### src/rtl/rho_cim_pkg.sv
// Shared definitions for the CIM datapath buffers (obuf / ibuf).
package rho_cim_pkg;

  // Default element width, shared by the input and output buffers.
  localparam int DATATYPE_SIZE = 8;

  // Output-buffer control states.
  typedef enum logic {
    IDLE  = 1'b0,
    SHIFT = 1'b1
  } obuf_state_t;

endpackage : rho_cim_pkg

### src/rtl/obuf.sv
// Output buffer: parallel-loads one vector and serialises it, highest index
// first, onto a valid/ready stream. A load coinciding with the last beat
// refills the buffer so consecutive vectors stream without a bubble.
module obuf
  import rho_cim_pkg::*;
#(
  parameter int datatype_size = DATATYPE_SIZE,
  parameter int fifo_length   = 5
) (
  input  logic                                   clk,
  input  logic                                   i_rst_n,
  input  logic                                   i_load,
  output logic                                   o_load_ready,
  input  logic [datatype_size-1:0]               i_data [fifo_length],
  output logic                                   o_valid,
  input  logic                                   i_ready,
  output logic [datatype_size-1:0]               o_data,
  output logic                                   o_last,
  output logic [$clog2(fifo_length+1)-1:0]       o_count
);

  localparam int CW = $clog2(fifo_length + 1);

  obuf_state_t              state_q, state_d;
  logic [datatype_size-1:0] buf_q [fifo_length];
  logic [CW-1:0]            count_q;
  logic                     load_fire;
  logic                     beat_fire;

  // Control state register.
  // NOTE: sequential state uses non-blocking (<=) so every flop samples
  // pre-edge values, independent of block ordering.
  always_ff @(posedge clk or negedge i_rst_n) begin
    if (!i_rst_n) state_q <= IDLE;
    else          state_q <= state_d;
  end

  // Handshake outputs and next-state decode; the i_ready -> o_load_ready
  // path is combinational so a new vector can land on the last beat.
  always_comb begin
    // NOTE: every signal gets a default first so no path leaves one
    // unassigned, which would infer a latch.
    state_d      = state_q;
    o_valid      = (state_q == SHIFT);
    o_last       = (count_q == CW'(1));
    o_load_ready = (state_q == IDLE) || (o_last && i_ready);
    load_fire    = i_load && o_load_ready;
    beat_fire    = o_valid && i_ready;

    if (load_fire)               state_d = SHIFT;
    else if (beat_fire && o_last) state_d = IDLE;
  end

  // Shift register: a load overrides the shift; each beat moves elements
  // toward the output end and back-fills with zero so a drained buffer
  // presents o_data = 0.
  // NOTE: the storage is reset because its contents are directly visible on
  // o_data; reset must force that output to zero.
  always_ff @(posedge clk or negedge i_rst_n) begin
    if (!i_rst_n) begin
      for (int k = 0; k < fifo_length; k++) buf_q[k] <= '0;
    end else if (load_fire) begin
      for (int k = 0; k < fifo_length; k++) buf_q[k] <= i_data[k];
    end else if (beat_fire) begin
      for (int k = fifo_length - 1; k > 0; k--) buf_q[k] <= buf_q[k-1];
      buf_q[0] <= '0;
    end
  end

  // Remaining-element counter, including the element currently presented.
  always_ff @(posedge clk or negedge i_rst_n) begin
    if (!i_rst_n)       count_q <= '0;
    else if (load_fire) count_q <= CW'(fifo_length);
    else if (beat_fire) count_q <= count_q - CW'(1);
  end

  assign o_data  = buf_q[fifo_length-1];
  assign o_count = count_q;

endmodule : obuf

### config.mk
export PLATFORM = sky130hd
export DESIGN_NAME = obuf
export DESIGN_NICKNAME = d
export VERILOG_FILES = /design/src/rtl/rho_cim_pkg.sv /design/src/rtl/obuf.sv
export SDC_FILE = /design/constraint.sdc
export NUM_CORES = 1
export LEC_CHECK = 0
export ABC_AREA = 1
export CORE_UTILIZATION = 45
export DETAILED_ROUTE_END_ITERATION = 8
export GPL_ROUTABILITY_DRIVEN = 0
export PLACE_DENSITY = 0.81
export SETUP_SLACK_MARGIN = 0.05
export SYNTH_ARGS = -nofsm -noshare
export SYNTH_HDL_FRONTEND = slang
export SYNTH_SLANG_ARGS = --single-unit
### constraint.sdc
create_clock -name clk -period 1.9 [get_ports clk]
set_input_delay 0.38 -clock clk [delete_from_list [all_inputs] [get_ports clk]]
set_output_delay 0.38 -clock clk [all_outputs]
set_load 0.01 [all_outputs]
==> After elaboration in Yosys (flattened, before gate mapping) <==
Cells that the tools add are included.
{ "classes": {"n_addsub": 1, "eq_ne": 1, "mux": 6, "bitwise_logic": 1, "reduce_logical": 7} }
{ "op_table": {"columns": ["operator", "n"], "rows": [
  ["$mux W40", 2],
  ["$mux W3", 2],
  ["$logic_and A1 B1 Y1", 4],
  ["$reduce_bool A2 Y1", 2],
  ["$eq A3 B1 Y1 const B", 1],
  ["$sub A3 B1 Y3 const B", 1],
  ["$mux W1", 2],
  ["$logic_or A1 B1 Y1", 1],
  ["$not A1 Y1", 1]
]} }
{ "totals": {"regBits": 44, "input_bits": 44, "output_inout_bits": 14, "wordCells": 23} }

==> Depth between registers and ports, before layout <==
{ "depth": {"word_depth": 5, "depth_mapped": 9, "mapped_depth_nobuf": 8} }

==> Worst setup path before layout <==
No wires, ideal clock.
{ "synth_timing": {"kind": "register to output", "from": "register count_q[1], in the netlist o_count[1]", "to": "output o_load_ready", "arrival_time_ps": 1034, "required_time_ps": 1520, "setup_slack_ps": 486, "stages_incl_launch_ff": 6, "n_path_buf": 1, "cell_sequence": "dfrtp_1 inv_1 ha_1 nand3_1 nand2_2 buf_2"} }
{ "synth_between": {"elab_chain_len": 3} }
{ "synth_rtl": {"columns": ["item", "line_no", "text"], "rows": [
  ["start: declaration", "obuf.sv:26", "logic [CW-1:0] count_q;"],
  ["start signal: assignment", "obuf.sv:73", "else if (load_fire) count_q <= CW'(fifo_length);"],
  ["start signal: assignment", "obuf.sv:74", "else if (beat_fire) count_q <= count_q - CW'(1);"],
  ["$eq A3 B1 Y1", "obuf.sv:45", "o_last = (count_q == CW'(1));"],
  ["$logic_and A1 B1 Y1", "obuf.sv:46", "o_load_ready = (state_q == IDLE) || (o_last && i_ready);"],
  ["$logic_or A1 B1 Y1", "obuf.sv:46", null],
  ["end: declaration", "obuf.sv:13", "output logic o_load_ready,"]
]} }
No other way between the ends.

==> Final worst setup path <==
{ "layout_timing": {"from": "register count_q[1], in the netlist o_count[1]", "to": "output o_last"} }
{ "layout_between": {"elab_chain_len": 1} }
{ "layout_rtl": {"columns": ["item", "line_no", "text"], "rows": [
  ["$eq A3 B1 Y1", "obuf.sv:45", null],
  ["end: declaration", "obuf.sv:18", "output logic o_last,"]
]} }
No other way between the ends.

==> impl_metrics.ini <==
[logic_synthesis]
syn_area_per_cell_sq_um = 7.127
synth_top_area_cell = dfrtp_1
synth_warnings = 0
synthCells = 336
yosysSeqAreaShare = 0.4598
ys_ff_latch = 44
synthDistinctLibCells = 13
synth_area_sq_um = 2395
synthTopCellsByArea = dfrtp_1 (46%), nand2_1 (16%), nand3_1 (16%)
synth_top_area_share = 0.4598
syn-num-nets = 382

[clocking]
h-tree-depth = 2
post_cts_buffers = 0
root_buffer = clkbuf_8
cts_sinks = 44
cts_tree = done
clock_path_buffers = 2
clk_latency_ps = 300
cts_buffers = 5
path_clk_slew_ps = 80

[power_and_ir_drop]
netSwitchingFraction = 0.3716
powerDensity_nw_per_um2 = 1101
clkPwrFrac = 0.168
comb_power_share = 0.412
p_leak_nw = 1.696
seq_power_share = 0.420
power.internal_mw = 2.109
power.total_mw = 3.356
ir_worst_vdd_uv = 537.6
p_switching_mw = 1.247

[floorplanning]
die_x_um = 74.95
start_util = 0.4689
rows = 26
core_sq_um = 5107
ios = 58
dieArea_sq_um = 5618
dieHeight_um = 74.95

[drt]
routedWlPerCell_um = 11.27
drc = 0
drtPass1Iterations = 4
via_per_inst = 4.778
vias = 2150
detail-route-antenna-nets = 0
drt-initial-drc-count = 144
wl_um = 5072

[layout]
fillers = 503
drive_gt1_frac = 0.05263
instances_no_fill = 450
seq_area_sq_um = 1101
diodes = 0
area_growth_pct = 27.22
final_util = 0.5965
finalNetCount = 426
multi_input_area_sq_um = 873.3

[critical_path]
crit_type = reg -> out
crit_slowest_cell = dfrtp_1
crit_family = flip-flops
path_max_fanout = 3
r2r_slack_ps = 200
cp.arrival_ps = 1360
crit_buf_inv = 3
slowest_delay_ps = 400
required_ps = 1520
end_kind = output pin
path_cells = inv_1 > ha_1 > inv_1 > nor2_1 > dlygate4sd2_1
critPathLaunchType = register
cp_common_cell = inv_1

[grt]
track_usage = 0.2066
grt_pass1_vias = 2073
grt_pass1_wl_um = 8763
grt_max_degree = 45
antenna_found_initial = 0
overflow = 0

[place]
numPortBuffers = 57
placedCellCount = 443
dp_hpwl_um = 3409
place_ws_ps = -127.9

[run_status]
outcome = complete, no violations

[sta]
period_share = 0.9159
grt_setup_unrepaired = true
hold_viol = 0
maxSlewViolCount = 0
layout_setup_ws_ps = 159.8
fmax_mhz = 574.7
worst_clock_skew_ps = 6.461
setup_viol = 0
worstMarginPinSlew_ps = 551.7
relSlewSlack = 0.6322
fin_crit_ps = 1740

[flow_run]
drv_cap = 0

[hold_path]
hold_class = in -> async
==> cells in the mapped netlist <==
| cell | number |
|---|---|
| ha_1 | 2 |
| nand3_1 | 76 |
| nand2_2 | 2 |
| inv_2 | 2 |
| o21ai_4 | 1 |
| nor2_1 | 2 |
| buf_2 | 12 |
| o21ai_0 | 9 |
| inv_1 | 68 |
| nand2_1 | 103 |
| buf_4 | 11 |
| dfrtp_1 | 44 |
| clkbuf_1 | 4 |
==> final cells by class <==
class | count | share of cell area
timing repair buffer | 64 | 0.2115
inverter | 70 | 0.08624
multi-input combinational | 195 | 0.2867
clock buffer | 6 | 0.02382
clock inverter | 1 | 0.001643
sequential | 44 | 0.3614
tap | 70 | 0.02875
==> timing repair <==
action                     in CTS  in global routing
setup endpoints to repair       2                 34
hold buffers                    0                  0
gates resized for setup         2                  4
==> metal layers <==
layer  up-vias  track usage  wire, um
met3         9      0.04953       319
met4         0      0.07966        85
met2        74       0.3514      2454
met5         -            0         0
met1       979       0.2548      2212
li1       1088            -         -
==> placed cells by master, fill, tap and decap left out <==
cell and instances:
clkinv_2 1, dlygate4sd2_1 1, inv_1 68, buf_12 2, nand2_2 2, ha_1 2, buf_2 1, dfrtp_1 44
nand2_1 103, buf_4 4, clkbuf_2 1, nor2_1 2, o21ai_0 9, inv_2 2, clkbuf_8 5, clkbuf_1 1
buf_8 1, o21ai_4 1, nand3_1 76, clkdlybuf4s50_1 54
==> stage by stage <==
stage | cell area, sq um | setup TNS, ps | hold slack (ps)
2_1_floorplan | 2395 | 0 | 84.41
3_3_place_gp | 2968 | -1034 | 461.7
3_5_place_dp | 2968 | -3460 | 466.0
4_1_cts | 3043 | 0 | 165.5
5_1_grt | 3047 | 0 | 199.3
6_report | 3047 | 0 | 138.3
==> power groups by stage <==
stage	registers [mW]	clock network, mW	logic (mW)
after floorplan	1.40	0	0.960
after global placement	1.41	0	1.35
after detailed placement	1.43	0	1.39
after CTS	1.41	0.576	1.39
after global routing	1.45	0.613	1.58
final	1.41	0.564	1.38
==> flip-flops by register name, summed over array words and instances, names as in the netlist <==
name     count
o_valid      1
o_data       8
o_count      3
buf_q       32
==> logic make-up (layout without fill, tap and decap cells) <==
family / after synthesis / count (layout) / synth area share
AND/OR/NAND/NOR: 183 / 183 / 0.3286
AO/OA/AOI/OAI: 10 / 10 / 0.02560
adder cells (fa/ha/maj): 2 / 2 / 0.01045
buffers and inverters: 97 / 141 / 0.1755
flip-flops: 44 / 44 / 0.4598
==> worst paths after layout <==
check	start	end	depth (start not counted)
worst min register to register	buf_q[25]	buf_q[25]	2
worst min-delay path	i_rst_n	o_data[5]	2
min in group clk	buf_q[25]	buf_q[25]	2
max in group asynchronous	i_rst_n	buf_q[26]	2
worst max-delay path	o_count[1]	o_last	5
worst max register to register	o_count[1]	o_data[4]	10
(Power assumes the default switching activity.)
